## config.mk

```make
export PLATFORM = sky130hd
export DESIGN_NAME = data_cache_flat
export DESIGN_NICKNAME = d
export VERILOG_FILES = /design/src/rtl/cache_pkg.sv /design/src/rtl/data_cache_if.sv /design/src/rtl/dcache_array.sv /design/src/rtl/data_cache.sv /design/src/flat_wrapper.sv
export SDC_FILE = /design/constraint.sdc
export NUM_CORES = 1
export LEC_CHECK = 0
export CORE_MARGIN = 2
export CORE_UTILIZATION = 51
export CTS_BUF_LIST = sky130_fd_sc_hd__clkbuf_16
export CTS_CLUSTER_SIZE = 25
export DETAILED_ROUTE_END_ITERATION = 8
export PLACE_DENSITY = 0.76
export REMOVE_ABC_BUFFERS = 1
export SETUP_SLACK_MARGIN = 0.5
export SKIP_LAST_GASP = 1
export SLEW_MARGIN = 25
export SYNTH_ARGS = -nofsm -noshare
export SYNTH_HDL_FRONTEND = slang
export SYNTH_SLANG_ARGS = --single-unit
```

## constraint.sdc

```tcl
create_clock -name clk_i -period 7.8 [get_ports clk_i]
set_clock_uncertainty 0.15 [all_clocks]
set_input_delay 0.78 -clock clk_i [delete_from_list [all_inputs] [get_ports clk_i]]
set_output_delay 0.78 -clock clk_i [all_outputs]
set_load 0.02 [all_outputs]
```

## src/rtl/cache_pkg.sv

```systemverilog
// cache_pkg: shared types and geometry helpers for the direct-mapped data cache.
// Latency: n/a (declarations only).
// Backpressure: n/a.
package cache_pkg;

    // Controller states: IDLE serves hits and decodes requests, FILL waits on a
    // memory read for a load miss, WRITE waits on a write-through store.
    typedef enum logic [1:0] {
        IDLE  = 2'd0,
        FILL  = 2'd1,
        WRITE = 2'd2
    } state_e;

    localparam int          CNT_W   = 16;
    localparam logic [15:0] CNT_MAX = 16'hFFFF;

    // Index bits select one of SETS one-word lines (SETS must be a power of two, >= 2).
    function automatic int index_bits(input int sets);
        return $clog2(sets);
    endfunction

    // Tag is everything above the index and the two byte-offset bits.
    function automatic int tag_bits(input int addr_width, input int sets);
        return addr_width - $clog2(sets) - 2;
    endfunction

    // Statistics counters stick at all-ones instead of wrapping.
    function automatic logic [15:0] sat_inc(input logic [15:0] v);
        return (v == CNT_MAX) ? v : v + 16'd1;
    endfunction

endpackage

```

## src/rtl/data_cache_if.sv

```systemverilog
// data_cache_if: CPU-side request/response and memory-side request/ack bundle.
// Latency: n/a (wiring only).
// Backpressure: CPU holds its request while stall_o is high; memory completes each request with one mem_ack_i pulse.
//
// Ports (slave = cache view):
//   CPU   : addr_i, wdata_i, re_i, we_i in; rdata_o, stall_o out
//   Memory: mem_rdata_i, mem_ack_i in; mem_addr_o, mem_wdata_o, mem_re_o, mem_we_o out
//   Stats : hit_count_o, miss_count_o out
interface data_cache_if #(
    parameter int DATA_WIDTH = 32,
    parameter int ADDR_WIDTH = 32
);
    logic [ADDR_WIDTH-1:0] addr_i;
    logic [DATA_WIDTH-1:0] wdata_i;
    logic                  re_i;
    logic                  we_i;
    logic [DATA_WIDTH-1:0] rdata_o;
    logic                  stall_o;
    logic [ADDR_WIDTH-1:0] mem_addr_o;
    logic [DATA_WIDTH-1:0] mem_wdata_o;
    logic                  mem_re_o;
    logic                  mem_we_o;
    logic [DATA_WIDTH-1:0] mem_rdata_i;
    logic                  mem_ack_i;
    logic [15:0]           hit_count_o;
    logic [15:0]           miss_count_o;

    modport slave (
        input  addr_i, wdata_i, re_i, we_i, mem_rdata_i, mem_ack_i,
        output rdata_o, stall_o, mem_addr_o, mem_wdata_o, mem_re_o, mem_we_o,
               hit_count_o, miss_count_o
    );

    modport master (
        output addr_i, wdata_i, re_i, we_i, mem_rdata_i, mem_ack_i,
        input  rdata_o, stall_o, mem_addr_o, mem_wdata_o, mem_re_o, mem_we_o,
               hit_count_o, miss_count_o
    );

endinterface

```

## src/rtl/dcache_array.sv

```systemverilog
// dcache_array: data, tag and valid storage for a direct-mapped one-word-per-line cache.
// Latency: reads are combinational; writes land on the rising clock edge.
// Backpressure: none; a single write port, the controller decides when to write.
//
// Ports: clk_i; clr_i clears every valid bit (data/tags kept); we_i writes data+tag
// and sets valid at idx_i; rdata_o/rtag_o/rvalid_o read line idx_i asynchronously.
module dcache_array #(
    parameter int DATA_WIDTH = 32,
    parameter int IDX_W      = 3,
    parameter int TAG_W      = 27
) (
    input  logic                  clk_i,
    input  logic                  clr_i,
    input  logic                  we_i,
    input  logic [IDX_W-1:0]      idx_i,
    input  logic [TAG_W-1:0]      tag_i,
    input  logic [DATA_WIDTH-1:0] wdata_i,
    output logic [DATA_WIDTH-1:0] rdata_o,
    output logic [TAG_W-1:0]      rtag_o,
    output logic                  rvalid_o
);
    localparam int DEPTH = 1 << IDX_W;

    logic [DATA_WIDTH-1:0] data_q [DEPTH];
    logic [TAG_W-1:0]      tag_q  [DEPTH];
    logic [DEPTH-1:0]      valid_q;

    // Payload storage has no reset: only the valid bits decide whether a line is usable.
    always_ff @(posedge clk_i) begin
        if (we_i) begin
            data_q[idx_i] <= wdata_i;
            tag_q[idx_i]  <= tag_i;
        end
    end

    always_ff @(posedge clk_i) begin
        if (clr_i) begin
            valid_q <= '0;
        end else if (we_i) begin
            valid_q[idx_i] <= 1'b1;
        end
    end

    assign rdata_o  = data_q[idx_i];
    assign rtag_o   = tag_q[idx_i];
    assign rvalid_o = valid_q[idx_i];

endmodule

```

## src/rtl/data_cache.sv

```systemverilog
// data_cache: direct-mapped, write-through, no-write-allocate data cache with hit/miss counters.
// Latency: load hit 0 cycles (combinational rdata_o); load miss = ack wait + 2 cycles; store = ack wait + 2 cycles.
// Backpressure: stall_o tells the CPU to hold its request; memory requests stay up until mem_ack_i.
//
// Ports: clk_i, rst_i (synchronous, active-high); bus (data_cache_if.slave) carries
// the CPU request/response, the memory request/ack and the two saturating counters.
module data_cache
    import cache_pkg::*;
#(
    parameter int DATA_WIDTH = 32,
    parameter int ADDR_WIDTH = 32,
    parameter int SETS       = 8
) (
    input  logic        clk_i,
    input  logic        rst_i,
    data_cache_if.slave bus
);
    localparam int IDX_W = index_bits(SETS);
    localparam int TAG_W = tag_bits(ADDR_WIDTH, SETS);

    state_e state_q, state_d;

    logic [IDX_W-1:0]      idx;
    logic [TAG_W-1:0]      tag;
    logic [DATA_WIDTH-1:0] line_data;
    logic [TAG_W-1:0]      line_tag;
    logic                  line_valid;
    logic                  hit;

    logic                  rst_q;      // high the cycle after reset
    logic                  done_q;     // high the cycle after a FILL/WRITE completed
    logic                  blocked;
    logic                  is_store, is_load, idle_live;
    logic                  start_store, start_fill, load_hit;

    logic                  stall, mem_re, mem_we;
    logic [DATA_WIDTH-1:0] rdata;
    logic                  arr_we;
    logic [DATA_WIDTH-1:0] arr_wdata;
    logic                  count_hit, count_miss;
    logic [CNT_W-1:0]      hit_cnt_q, miss_cnt_q;

    logic                  unused_addr_bits;

    // Byte offset bits never matter for a word cache.
    assign unused_addr_bits = ^bus.addr_i[1:0];

    assign idx = bus.addr_i[IDX_W+1:2];
    assign tag = bus.addr_i[ADDR_WIDTH-1:IDX_W+2];
    assign hit = line_valid & (line_tag == tag);

    dcache_array #(
        .DATA_WIDTH (DATA_WIDTH),
        .IDX_W      (IDX_W),
        .TAG_W      (TAG_W)
    ) u_array (
        .clk_i    (clk_i),
        .clr_i    (rst_i),
        .we_i     (arr_we),
        .idx_i    (idx),
        .tag_i    (tag),
        .wdata_i  (arr_wdata),
        .rdata_o  (line_data),
        .rtag_o   (line_tag),
        .rvalid_o (line_valid)
    );

    // Request decode. While in reset and for one cycle after it, the cache ignores
    // the CPU entirely so that no stall or memory request can leak out.
    assign blocked   = rst_i | rst_q;
    assign is_store  = bus.we_i;                 // re_i & we_i counts as a store
    assign is_load   = bus.re_i & ~bus.we_i;
    assign idle_live = (state_q == IDLE) & ~blocked;

    // The CPU still presents its request during the cycle right after completion
    // (it only sees stall_o drop then). done_q marks that cycle: a held store must
    // not be issued a second time, and a held load is the tail of an already
    // counted miss, so it returns data without bumping the hit counter.
    assign start_store = idle_live & is_store & ~done_q;
    assign start_fill  = idle_live & is_load & ~hit;
    assign load_hit    = idle_live & is_load & hit;

    // State register
    always_ff @(posedge clk_i) begin
        if (rst_i) begin
            state_q <= IDLE;
        end else begin
            state_q <= state_d;
        end
    end

    // Next-state logic
    always_comb begin
        state_d = state_q;
        unique case (state_q)
            IDLE: begin
                if (start_store) begin
                    state_d = WRITE;
                end else if (start_fill) begin
                    state_d = FILL;
                end
            end
            FILL:    if (bus.mem_ack_i) state_d = IDLE;
            WRITE:   if (bus.mem_ack_i) state_d = IDLE;
            default: state_d = IDLE;
        endcase
    end

    // Output logic. Requests are masked by rst_i so a reset mid-transfer drops
    // them immediately and never updates the line.
    always_comb begin
        stall      = 1'b0;
        mem_re     = 1'b0;
        mem_we     = 1'b0;
        rdata      = '0;
        arr_we     = 1'b0;
        arr_wdata  = bus.mem_rdata_i;
        count_hit  = 1'b0;
        count_miss = 1'b0;
        unique case (state_q)
            IDLE: begin
                stall      = start_store | start_fill;
                if (load_hit) begin
                    rdata = line_data;
                end
                count_hit  = (start_store & hit) | (load_hit & ~done_q);
                count_miss = (start_store & ~hit) | start_fill;
            end
            FILL: begin
                mem_re = ~rst_i;
                stall  = ~rst_i;
                arr_we = bus.mem_ack_i & ~rst_i;
            end
            WRITE: begin
                mem_we    = ~rst_i;
                stall     = ~rst_i;
                // Write-through: only refresh the line if it already holds this address.
                arr_we    = bus.mem_ack_i & hit & ~rst_i;
                arr_wdata = bus.wdata_i;
            end
            default: ;
        endcase
    end

    // Completion marker, post-reset marker and statistics.
    always_ff @(posedge clk_i) begin
        if (rst_i) begin
            rst_q      <= 1'b1;
            done_q     <= 1'b0;
            hit_cnt_q  <= '0;
            miss_cnt_q <= '0;
        end else begin
            rst_q  <= 1'b0;
            done_q <= (state_q != IDLE) & bus.mem_ack_i;
            if (count_hit) begin
                hit_cnt_q <= sat_inc(hit_cnt_q);
            end
            if (count_miss) begin
                miss_cnt_q <= sat_inc(miss_cnt_q);
            end
        end
    end

    assign bus.rdata_o      = rdata;
    assign bus.stall_o      = stall;
    assign bus.mem_re_o     = mem_re;
    assign bus.mem_we_o     = mem_we;
    assign bus.mem_addr_o   = {bus.addr_i[ADDR_WIDTH-1:2], 2'b00};
    assign bus.mem_wdata_o  = bus.wdata_i;
    assign bus.hit_count_o  = hit_cnt_q;
    assign bus.miss_count_o = miss_cnt_q;

endmodule

```

## src/flat_wrapper.sv

```systemverilog
// flat-port wrapper written by rule: the top's interface ports become plain ports
module data_cache_flat import cache_pkg::*;
#(
    parameter int DATA_WIDTH = 32,
    parameter int ADDR_WIDTH = 32,
    parameter int SETS       = 8
)
  (clk_i, rst_i, bus_addr_i, bus_wdata_i, bus_re_i, bus_we_i, bus_mem_rdata_i, bus_mem_ack_i, bus_rdata_o, bus_stall_o, bus_mem_addr_o, bus_mem_wdata_o, bus_mem_re_o, bus_mem_we_o, bus_hit_count_o, bus_miss_count_o);
  data_cache_if #(.DATA_WIDTH(DATA_WIDTH), .ADDR_WIDTH(ADDR_WIDTH)) bus_i ();
  input  logic clk_i;
  input  logic rst_i;
  input wire logic [$bits(bus_i.addr_i)-1:0] bus_addr_i;
  input wire logic [$bits(bus_i.wdata_i)-1:0] bus_wdata_i;
  input wire logic [$bits(bus_i.re_i)-1:0] bus_re_i;
  input wire logic [$bits(bus_i.we_i)-1:0] bus_we_i;
  input wire logic [$bits(bus_i.mem_rdata_i)-1:0] bus_mem_rdata_i;
  input wire logic [$bits(bus_i.mem_ack_i)-1:0] bus_mem_ack_i;
  output wire logic [$bits(bus_i.rdata_o)-1:0] bus_rdata_o;
  output wire logic [$bits(bus_i.stall_o)-1:0] bus_stall_o;
  output wire logic [$bits(bus_i.mem_addr_o)-1:0] bus_mem_addr_o;
  output wire logic [$bits(bus_i.mem_wdata_o)-1:0] bus_mem_wdata_o;
  output wire logic [$bits(bus_i.mem_re_o)-1:0] bus_mem_re_o;
  output wire logic [$bits(bus_i.mem_we_o)-1:0] bus_mem_we_o;
  output wire logic [$bits(bus_i.hit_count_o)-1:0] bus_hit_count_o;
  output wire logic [$bits(bus_i.miss_count_o)-1:0] bus_miss_count_o;
  assign bus_i.addr_i = bus_addr_i;
  assign bus_i.wdata_i = bus_wdata_i;
  assign bus_i.re_i = bus_re_i;
  assign bus_i.we_i = bus_we_i;
  assign bus_i.mem_rdata_i = bus_mem_rdata_i;
  assign bus_i.mem_ack_i = bus_mem_ack_i;
  assign bus_rdata_o = bus_i.rdata_o;
  assign bus_stall_o = bus_i.stall_o;
  assign bus_mem_addr_o = bus_i.mem_addr_o;
  assign bus_mem_wdata_o = bus_i.mem_wdata_o;
  assign bus_mem_re_o = bus_i.mem_re_o;
  assign bus_mem_we_o = bus_i.mem_we_o;
  assign bus_hit_count_o = bus_i.hit_count_o;
  assign bus_miss_count_o = bus_i.miss_count_o;
  data_cache #(.DATA_WIDTH(DATA_WIDTH), .ADDR_WIDTH(ADDR_WIDTH), .SETS(SETS)) u_core (.clk_i(clk_i), .rst_i(rst_i), .bus(bus_i));
endmodule
```

Word level (Yosys, flattened, before mapping)
Memory sizes are Yosys's and may differ from the RTL's.
Cells that the tools add are included.
W data, S select, Z words.
{ "classes": {"n_addsub": 2, "order_cmp": 2, "eq_ne": 7, "mux": 20, "bitwise": 27, "reduce_logical": 7} }
{ "op_table": {"columns": ["op", "count"], "rows": [
  ["$mux W32", 3],
  ["$add A16 B1 Y16 const B", 2],
  ["$eq A16 B16 Y1 const B", 2],
  ["$eq A27 B27 Y1", 1],
  ["$and A1 B1 Y1", 15],
  ["$mux W1", 9],
  ["$or A8 B8 Y8", 1],
  ["$not A1 Y1", 7],
  ["$mux W2", 3],
  ["$reduce_and A2 Y1", 3],
  ["$lt A3 B4 Y1 const B", 1],
  ["$or A1 B1 Y1", 4],
  ["$pmux W1 S2", 2],
  ["$pmux W2 S2", 1],
  ["$bmux W1 S3", 1],
  ["$demux W1 S3", 1],
  ["$ge A3 B1 Y1 const B", 1],
  ["$ne A3 B1 Y1 const B", 1],
  ["$eq A2 B1 Y1 const B", 1],
  ["$eq A2 B2 Y1 const B", 1],
  ["$logic_not A2 Y1", 1],
  ["$ne A2 B1 Y1 const B", 1],
  ["$reduce_bool A2 Y1", 1],
  ["$reduce_or A2 Y1", 1],
  ["$logic_and A1 B1 Y1", 1]
]} }
{ "totals": {"ff_bits": 44, "ram_bits": 472, "input_bits": 101, "out_inout_bits": 131, "elab_cells": 73, "n_memories": 2} }
{ "mem_list": {"columns": ["memory", "words", "width", "rd", "rd_clocked_by_memory_dff", "write_ports", "line", "rtl"], "rows": [
  ["u_core.u_array.data_q", 8, 32, 1, 0, 1, "dcache_array.sv:24", "logic [DATA_WIDTH-1:0] data_q [DEPTH];"],
  ["u_core.u_array.tag_q", 8, 27, 1, 0, 1, "dcache_array.sv:25", "logic [TAG_W-1:0] tag_q [DEPTH];"]
]} }

Logic depth before layout (Yosys ltp)
Gate-level depths: netlist (run 1).
{ "logic_depth": {"word_depth": 9, "depth_mapped": 14, "depth_no_buf": 9} }

Modules after synthesis
A second synthesis (run 1) with hierarchy kept.
{ "unflattened": {"cells_unflattened": 1424, "area_unflattened_um2": 21744.6} }
{ "modules_own_cells": {"columns": ["module", "instances", "cells_per_inst", "area_per_inst_um2", "seq_area_each_um2"], "rows": [
  ["dcache_array", 1, 1005, 18311.3, 14333.7],
  ["data_cache", 1, 419, 3433.3, 720.7]
]} }

Worst setup path after synthesis (run 1)
Ideal clock, no wire load.
{ "synth_timing": {"kind": "input to register", "startpoint": "input port bus_addr_i[2]", "endpoint": "memory u_core.u_array.data_q[0][0], enable pin", "setup_ps": 548, "arrival_time_ps": 7198, "t_required_ps": 7102, "setup_slack_ps": -97, "stages": 11, "n_path_buf": 3, "path_cell_list": "buf_2 > buf_6 > mux2_2 > o22a_1 > a21o_1 > a2111oi_0 > nand4_1 > or4_4 > buf_6 > a21o_1 > nor3_1"} }
{ "synth_between": {"elab_chain_len": 8, "word_cells_on_any_way": 10, "cone_classes": "1 x eq/ne; 5 x mux; 3 x bitwise; 1 x memory"} }
{ "synth_rtl": {"columns": ["element", "line", "rtl"], "rows": [
  ["start, declared", "flat_wrapper.sv:12", "input wire logic [$bits(bus_i.addr_i)-1:0] bus_addr_i;"],
  ["$mem_v2 Z8 W27 / $bmux W1 S3 (equally long branches)", null, null],
  ["$eq A27 B27 Y1 / $mux W1 (equally long branches)", "data_cache.sv:50, dcache_array.sv:46", null],
  ["$and A1 B1 Y1", "data_cache.sv:50", "assign hit = line_valid & (line_tag == tag);"],
  ["$and A1 B1 Y1 (2 in a row)", "data_cache.sv:138", "arr_we = bus.mem_ack_i & hit & ~rst_i;"],
  ["$pmux W1 S2", "data_cache.sv:120", "unique case (state_q)"],
  ["$mux W1", "dcache_array.sv:30", "if (we_i) begin"],
  ["$mux W1 (implied by the code)", "dcache_array.sv:31", "data_q[idx_i] <= wdata_i;"],
  ["end, declared", "dcache_array.sv:24", null]
]} }
Parallel ways exist; a longest one is shown, timed or not. The select of a mux whose other input is x is not followed.

Worst setup path in the final report (run 1)
{ "layout_timing": {"startpoint": "input port bus_addr_i[2]", "endpoint": "output port bus_rdata_o[6]"} }
{ "layout_between": {"elab_chain_len": 6, "word_cells_on_any_way": 9, "cone_classes": "1 x eq/ne; 4 x mux; 2 x bitwise; 2 x memory"} }
{ "layout_rtl": {"columns": ["element", "line", "rtl"], "rows": [
  ["$mem_v2 Z8 W27 / $bmux W1 S3 (equally long branches)", null, null],
  ["$eq A27 B27 Y1 / $mux W1 (equally long branches)", "data_cache.sv:50, dcache_array.sv:46", null],
  ["$and A1 B1 Y1", "data_cache.sv:50", null],
  ["$and A1 B1 Y1", "data_cache.sv:81", "assign load_hit = idle_live & is_load & hit;"],
  ["$mux W32 (*)", "data_cache.sv:123", "if (load_hit) begin"],
  ["$mux W32 (*)", "data_cache.sv:120", null],
  ["end, declared", "flat_wrapper.sv:18", "output wire logic [$bits(bus_i.rdata_o)-1:0] bus_rdata_o;"]
]} }
Mark *: on every way between the ends. The rest lies on a longest branch, timed or not. The select of a mux whose other input is x is not followed.

==> run_results.csv, run 1 <==
group,metric,value,unit
setup_path,critical-path-max-stage-delay,690,ps
setup_path,crit_family,"simple AND/OR/NAND/NOR gates",
setup_path,cp_max_fo,36,
synthesis,syn_area_per_cell,16.0,um2
global_routing,grt_pass1_vias,12600,
timing,setup_ws,1180,ps
clock_tree,clock_path_buffers,3,
floorplanning,die_y,210,um
global_routing,grt_max_degree,85,
drt,drt_iter0_markers,1316,
setup_path,cp-start-kind,"primary input",
clock_tree,h-tree-depth,2,
drt,drc,0,
cells_and_area,num_antenna_cells,0,
worst_hold_path,hold_path.startpoint,"u_core.u_array.valid_q[7]",
clock_tree,clk_latency,590,ps
clock_tree,cts_tree,"done",
pwr,irDropWorstVdd,0.162,mV
setup_path,critPathKind,"primary input to primary output",
global_routing,grt_pass1_wl,71.7,mm
global_routing,grt.total_usage,0.212,
setup_path,cp-startpoint,"bus_addr_i[2]",
setup_path,critPathBufInv,4,
setup_path,arrival,5690,ps
setup_path,cp_cell_sequence,"buf_4, buf_4, mux4_2, and3_1, nor4b_1, buf_4, nand4_1, or4_4, or2_2, nor4_2, clkdlybuf4s50_1",
global_routing,grt_overflow,0,
timing,maxSlewHeadroom,0.295,
synthesis,synth_edf_count,472,
timing,rsz0062_at_grt,"false",
setup_path,crit_top_cell,"buf_4",
drt,avgRoutedWirePerCell,22.5,um
synthesis,syn_area,21600,um2
synthesis,ys.flop_type,"edfxtp_1",
cells_and_area,drive_gt1_frac,0.157,
place,io_buffers,227,
synthesis,ys_ff_latch,516,
synthesis,synth_area_leader_cell,"edfxtp_1",
pwr,p_leak,8.31,nW
drt,num_vias,12500,
setup_path,critPathCaptureType,"primary output",
drt,finalWirelength,47.3,mm
pwr,power_density,224,nW/um2
place,routabilityCongestion,0.798,
timing,tightestPinTransition,1060,ps
synthesis,syn_inst,1353,
synthesis,yosysUniqueCellTypes,69,
timing,fin_crit_sh,0.849,
synthesis,yosysWarnings,0,
clock_tree,cts.clk_slew.worst_paths,60,ps
synthesis,yosys-top-cells-count,"472 x edfxtp_1, 72 x mux2i_1, 70 x buf_4, 68 x mux2_2, 59 x nor2_1",
floorplanning,core_area,41900,um2
setup_path,cp_slowest_cell,"or2_2",
synthesis,synth_area_leaders,"edfxtp_1 66%, mux4_2 4.5%, dfxtp_1 4.1%",
timing,slew_violations,0,
timing,fmax,151,MHz
setup_path,rr_startpoint,"u_core.u_array.tag_q[2][26]",
floorplanning,start_util,0.516,
clock_tree,hold_buffers,0,
floorplanning,io_pins,232,
flow_run,maxCapViolations,0,
place,hpwl,27.6,mm
clock_tree,cts_buffers,50,
clock_tree,post_cts_buffers,0,
outcome,outcome,"finished clean",
drt,drt_first_pass_iters,5,
worst_hold_path,hold_class,"flip-flop to flip-flop",
global_routing,antenna_found_initial,0,
timing,hold_violations,0,
place,pre_cts_slack,1010,ps
synthesis,ys_async_sr_fraction,0,
synthesis,ys_seq_area_frac,0.697,
synthesis,synth_most_common_cell,"edfxtp_1",
floorplanning,die_area,44000,um2
drt,viasPerCell,5.96,
setup_path,rrSetupSlack,3210,ps
cells_and_area,synthToLayoutAreaGrowth,18.3,%
clock_tree,cts_resized,0,
clock_tree,cts_sinks,516,
drt,ant_nets,0,
synthesis,synth_top_area_share,0.656,
timing,period_minus_slack,6620,ps
setup_path,cp.required,6870,ps
floorplanning,die_w,210,um
timing,finalSetupViolations,0,
cells_and_area,fin_util,0.611,
floorplanning,row_count,75,
clock_tree,cts_root_buffer,"clkbuf_16",
cells_and_area,layout.nets,1631,
## layout by cell type (no fill, tap or decap), types with 5 or more instances in the layout
cell type and n:
nor4_1 23, o21a_1 22, o21ai_0 28, nor4_2 10, buf_4 31, nor2_4 8
o2bb2ai_1 7, dfxtp_1 44, clkinv_1 11, nor2_1 52, and3_1 8, or3_1 7
nand2_1 31, nor3_1 36, mux2_2 68, or4_1 12, o22ai_1 51, a22o_1 24
o41ai_1 5, nor2b_1 23, or2_2 6, mux4_2 43, o22a_1 8, o211ai_1 6
nand4_1 12, o311ai_0 6, clkbuf_16 51, nand2b_1 11, inv_1 25, a21oi_1 24
clkdlybuf4s50_1 224, nand3_1 18, mux2i_1 72, ha_1 5, clkinv_2 11, o31ai_1 11
edfxtp_1 472
## registers in the layout, summed over array words and instances, names as in the netlist
| name | flops |
|---|---|
| u_core.u_array.tag_q | 216 |
| u_core.state_q | 2 |
| u_core.u_array.valid_q | 8 |
| u_core.done_q | 1 |
| u_core.bus.miss_count_o | 16 |
| u_core.bus.hit_count_o | 16 |
| u_core.rst_q | 1 |
| u_core.u_array.data_q | 256 |
## logic make-up after synthesis
family	count (synthesis)	share of synthesized area
flops	516	0.697
simple gates	278	0.0723
compound gates	214	0.0691
mux	186	0.115
buf+inv	151	0.0426
fa+ha+maj	6	0.00347
other cells	1	0.000174
xor+xnor	1	0.000405
## path summary, 6_finish.rpt
path | to | cells after the start
setup / recovery | bus_rdata_o[6] | 11
hold / removal | u_core.u_array.valid_q[7] | 1
setup reg to reg | u_core.u_array.tag_q[5][18] | 10
hold reg to reg | u_core.u_array.valid_q[7] | 1
## power breakdown
part           internal (mW)  total, mW  switching (mW)  leakage (nW)
sequential              3.04       3.04         0.00370          4.60
clock                   1.26       2.27            1.02         0.823
combinational          0.173      0.399           0.226          2.89
total                   4.47       5.72            1.25          8.31
## final cells by class
type	instances	area (um2)
Timing Repair Buffer	258	2530
Tap cell	539	674
Fill cell	3069	16300
Inverter	11	41.3
Clock buffer	51	1280
Clock inverter	42	278
Sequential cell	516	15100
Multi-Input combinational cell	687	5710
## metrics by stage
step	area (um2)	TNS, ps	instances	hold WS (ps)	power (mW)
after detailed placement	24000	0	2011	292	3.50
final	25600	0	2104	312	5.72
after global placement	24000	0	2011	287	3.49
after global routing	25600	0	2104	338	5.89
after CTS	25500	0	2104	311	5.75
after floorplan	20700	-32860	1214	275	3.27
## routing by layer
layer,track usage,part of all wire
met1,0.283,0.41
met2,0.362,0.50
met3,0.0341,0.065
met4,0.0592,0.020
met5,0,0
Power figures use the tool's default switching activity.
==> inputs of run 2 (changes only) <==
--- a/config.mk
+++ b/config.mk
@@ -6,11 +6,11 @@
 export NUM_CORES = 1
 export LEC_CHECK = 0
 export CORE_MARGIN = 2
-export CORE_UTILIZATION = 51
+export CORE_UTILIZATION = 57
 export CTS_BUF_LIST = sky130_fd_sc_hd__clkbuf_16
 export CTS_CLUSTER_SIZE = 25
 export DETAILED_ROUTE_END_ITERATION = 8
-export PLACE_DENSITY = 0.76
+export PLACE_DENSITY = 0.8
 export REMOVE_ABC_BUFFERS = 1
 export SETUP_SLACK_MARGIN = 0.5
 export SKIP_LAST_GASP = 1
==> constraint.sdc (replaced) <==
create_clock -name clk_i -period 6.4 [get_ports clk_i]
set_clock_uncertainty 0.15 [all_clocks]
set_input_delay 0.64 -clock clk_i [delete_from_list [all_inputs] [get_ports clk_i]]
set_output_delay 0.64 -clock clk_i [all_outputs]
set_load 0.02 [all_outputs]
==> run 2 against run 1 <==
Sequential cell count unchanged. Die area fell by 10%. First-iteration DRC count shrank 21%. Critical path depth rose by 2. Register-to-register slack worse by 1400 ps. Wire length is 0.98% higher. Clock-buffer cell count did not move. Sequential power increased by 22%. Non-clock buffer count up 14.
==> run_results.csv, run 2 (synthesis results as in run 1) <==
group,metric,value,unit
outcome,outcome,"finished clean",
drt,num_vias,12800,
setup_path,critPathKind,"primary input to primary output",
flow_run,maxCapViolations,0,
cells_and_area,fin_cells,2090,
pwr,pwr-share-seq,0.531,
drt,avgRoutedWirePerCell,22.8,um
drt,ant_nets,0,
clock_tree,clk_latency,600,ps
timing,hold_violations,0,
pwr,internal_power,5.49,mW
global_routing,antenna_found_initial,0,
clock_tree,cts_tree,"done",
floorplanning,die_area,39500,um2
global_routing,grt_overflow,0,
place,io_buffers,227,
floorplanning,start_util,0.576,
floorplanning,row_count,71,
floorplanning,die_y,199,um
setup_path,cp.depth,13,
clock_tree,h-tree-depth,2,
setup_path,critPathCaptureType,"primary output",
timing,fmax,174,MHz
cells_and_area,drive_gt1_frac,0.160,
drt,top_layer,"met4",
setup_path,cp.required,5610,ps
drt,dr_wl_met2,23.8,mm
drt,drt_iter0_markers,1045,
timing,finalSetupViolations,0,
place,routabilityCongestion,0.809,
timing,period_minus_slack,5760,ps
cells_and_area,top_register,"u_core.u_array.data_q",
pwr,p_clk_frac,0.398,
cells_and_area,largest_reg_flops,256,
pwr,p_sw_frac,0.215,
setup_path,cp-start-kind,"primary input",
floorplanning,io_pins,232,
place,dp.cells,1997,
global_routing,grt.total_usage,0.244,
timing,slew_violations,0,
drt,dr_wl_met3,3.39,mm
drt,m1WireLength,19.2,mm
cells_and_area,fill_cells,2440,
setup_path,cp-startpoint,"bus_addr_i[4]",
cells_and_area,final_area,25700,um2
clock_tree,clock_path_buffers,3,
global_routing,grt_max_degree,51,
timing,fin_crit_sh,0.900,
global_routing,grt_pass1_wl,72.2,mm
timing,rsz0062_at_grt,"false",
setup_path,reg2reg_to,"u_core.u_array.tag_q[6][6]",
setup_path,crit_family,"buffers and inverters",
cells_and_area,layout.nets,1646,
clock_tree,cts_buffers,51,
place,hpwl,28.0,mm
setup_path,arrival,4970,ps
cells_and_area,synthToLayoutAreaGrowth,18.9,%
setup_path,cp_max_fo,50,
cells_and_area,reg_top3,"u_core.u_array.data_q: 256 flops, u_core.u_array.tag_q: 216 flops",
setup_path,critPathBufInv,5,
place,placed_cell_area,24100,um2
drt,drc,0,
drt,drt_first_pass_iters,5,
cells_and_area,final_common_cell,"edfxtp_1",
global_routing,grt_pass1_vias,12900,
drt,finalWirelength,47.7,mm
clock_tree,cts.clk_slew.worst_paths,60,ps
setup_path,rr_startpoint,"u_core.u_array.tag_q[5][9]",
clock_tree,cts_root_buffer,"clkbuf_16",
setup_path,cp_slowest_cell,"clkdlybuf4s50_1",
setup_path,cp_cell_sequence,"clkbuf_8, buf_12, buf_4, and3b_1, o21ai_0, o21ai_0, a2111oi_0, nand4_1, or4_4, or2_4, buf_4, a211oi_1, clkdlybuf4s50_1",
setup_path,endpoint,"bus_rdata_o[20]",
clock_tree,post_cts_buffers,0,
setup_path,rrSetupSlack,1850,ps
setup_path,reg2reg_depth,10,
floorplanning,die_w,199,um
pwr,p_switching,1.50,mW
floorplanning,core_area,37500,um2
pwr,power_density,272,nW/um2
pwr,irDropWorstVdd,0.245,mV
timing,tightestPinTransition,1030,ps
drt,viasPerCell,6.13,
cells_and_area,final_cell_mix,"472 x edfxtp_1, 224 x clkdlybuf4s50_1, 72 x mux2i_1",
cells_and_area,num_antenna_cells,0,
pwr,pwr-share-comb,0.071,
clock_tree,cts_sinks,516,
pwr,p_leak,8.39,nW
worst_hold_path,hold_class,"flip-flop to flip-flop",
timing,maxSlewHeadroom,0.316,
setup_path,critical-path-max-stage-delay,660,ps
-- run 2: cell types whose count changed in the layout (fill, tap and decap cells not counted), sizes merged --
cell    previous run  this run
buf               34        47
bufinv             2         3
clkbuf            51        52
clkinv            23        22
-- run 2: how the worst min path moves through the flow --
stage	end	cells past startpoint	start	slack [ps]
floorplan	u_core.u_array.valid_q[7]	1	u_core.u_array.valid_q[7]	280
global placement	u_core.u_array.valid_q[7]	1	u_core.u_array.valid_q[7]	290
detailed placement	u_core.u_array.valid_q[3]	1	u_core.u_array.valid_q[3]	310
CTS	u_core.u_array.valid_q[0]	2	u_core.u_array.valid_q[0]	320
global route	u_core.u_array.valid_q[0]	2	u_core.u_array.valid_q[0]	330
finish	u_core.u_array.valid_q[0]	2	u_core.u_array.valid_q[0]	320
-- run 2: repair_timing --
action,4_1_cts,5_1_grt
hold buffers,0,0
setup endpoints to repair,1,8
resized for setup,1,2
-- run 2: power by group through the flow --
stage	clock (mW)	combinational, mW	sequential (mW)
floorplan	0	0.203	3.78
global placement	0	0.477	3.78
detailed placement	0	0.491	3.78
CTS	2.81	0.496	3.71
global route	2.94	0.531	3.71
finish	2.78	0.497	3.71
-- run 2: per-stage QoR --
step           TNS (ps)  setup WS (ps)  utilization  total power, mW  hold WS (ps)
2_1_floorplan   -191780          -1820            -             3.98           275
3_3_place_gp          0            507        0.643             4.26           290
3_5_place_dp          0            506        0.643             4.27           305
4_1_cts               0            539        0.685             7.02           318
5_1_grt               0            600        0.685             7.18           334
6_report              0            642        0.685             6.99           317
-- run 2: worst reg2reg max path: cells and delay by family (launching register included) --
family,cells,cell delay [ps]
and+or+nand+nor,6,1760
buffers and inverters,2,850
AOI/OAI and AO/OA,1,540
muxes,1,480
DFF,1,380
-- run 2: final cells by class --
class                           count  area [um2]  area share
Tap cell                          511         639      0.0249
Multi-Input combinational cell    687        5700       0.222
Timing Repair Buffer              272        2690       0.105
Sequential cell                   516       15100       0.586
Inverter                           11        41.3     0.00161
Clock inverter                     42         288      0.0112
Clock buffer                       51        1280      0.0497
-- run 2: routing by layer --
layer	GRT usage	vias to the layer above
met5	0	-
met4	0.0849	0
met3	0.0443	95
met2	0.415	588
met1	0.318	6402
li1	-	5720
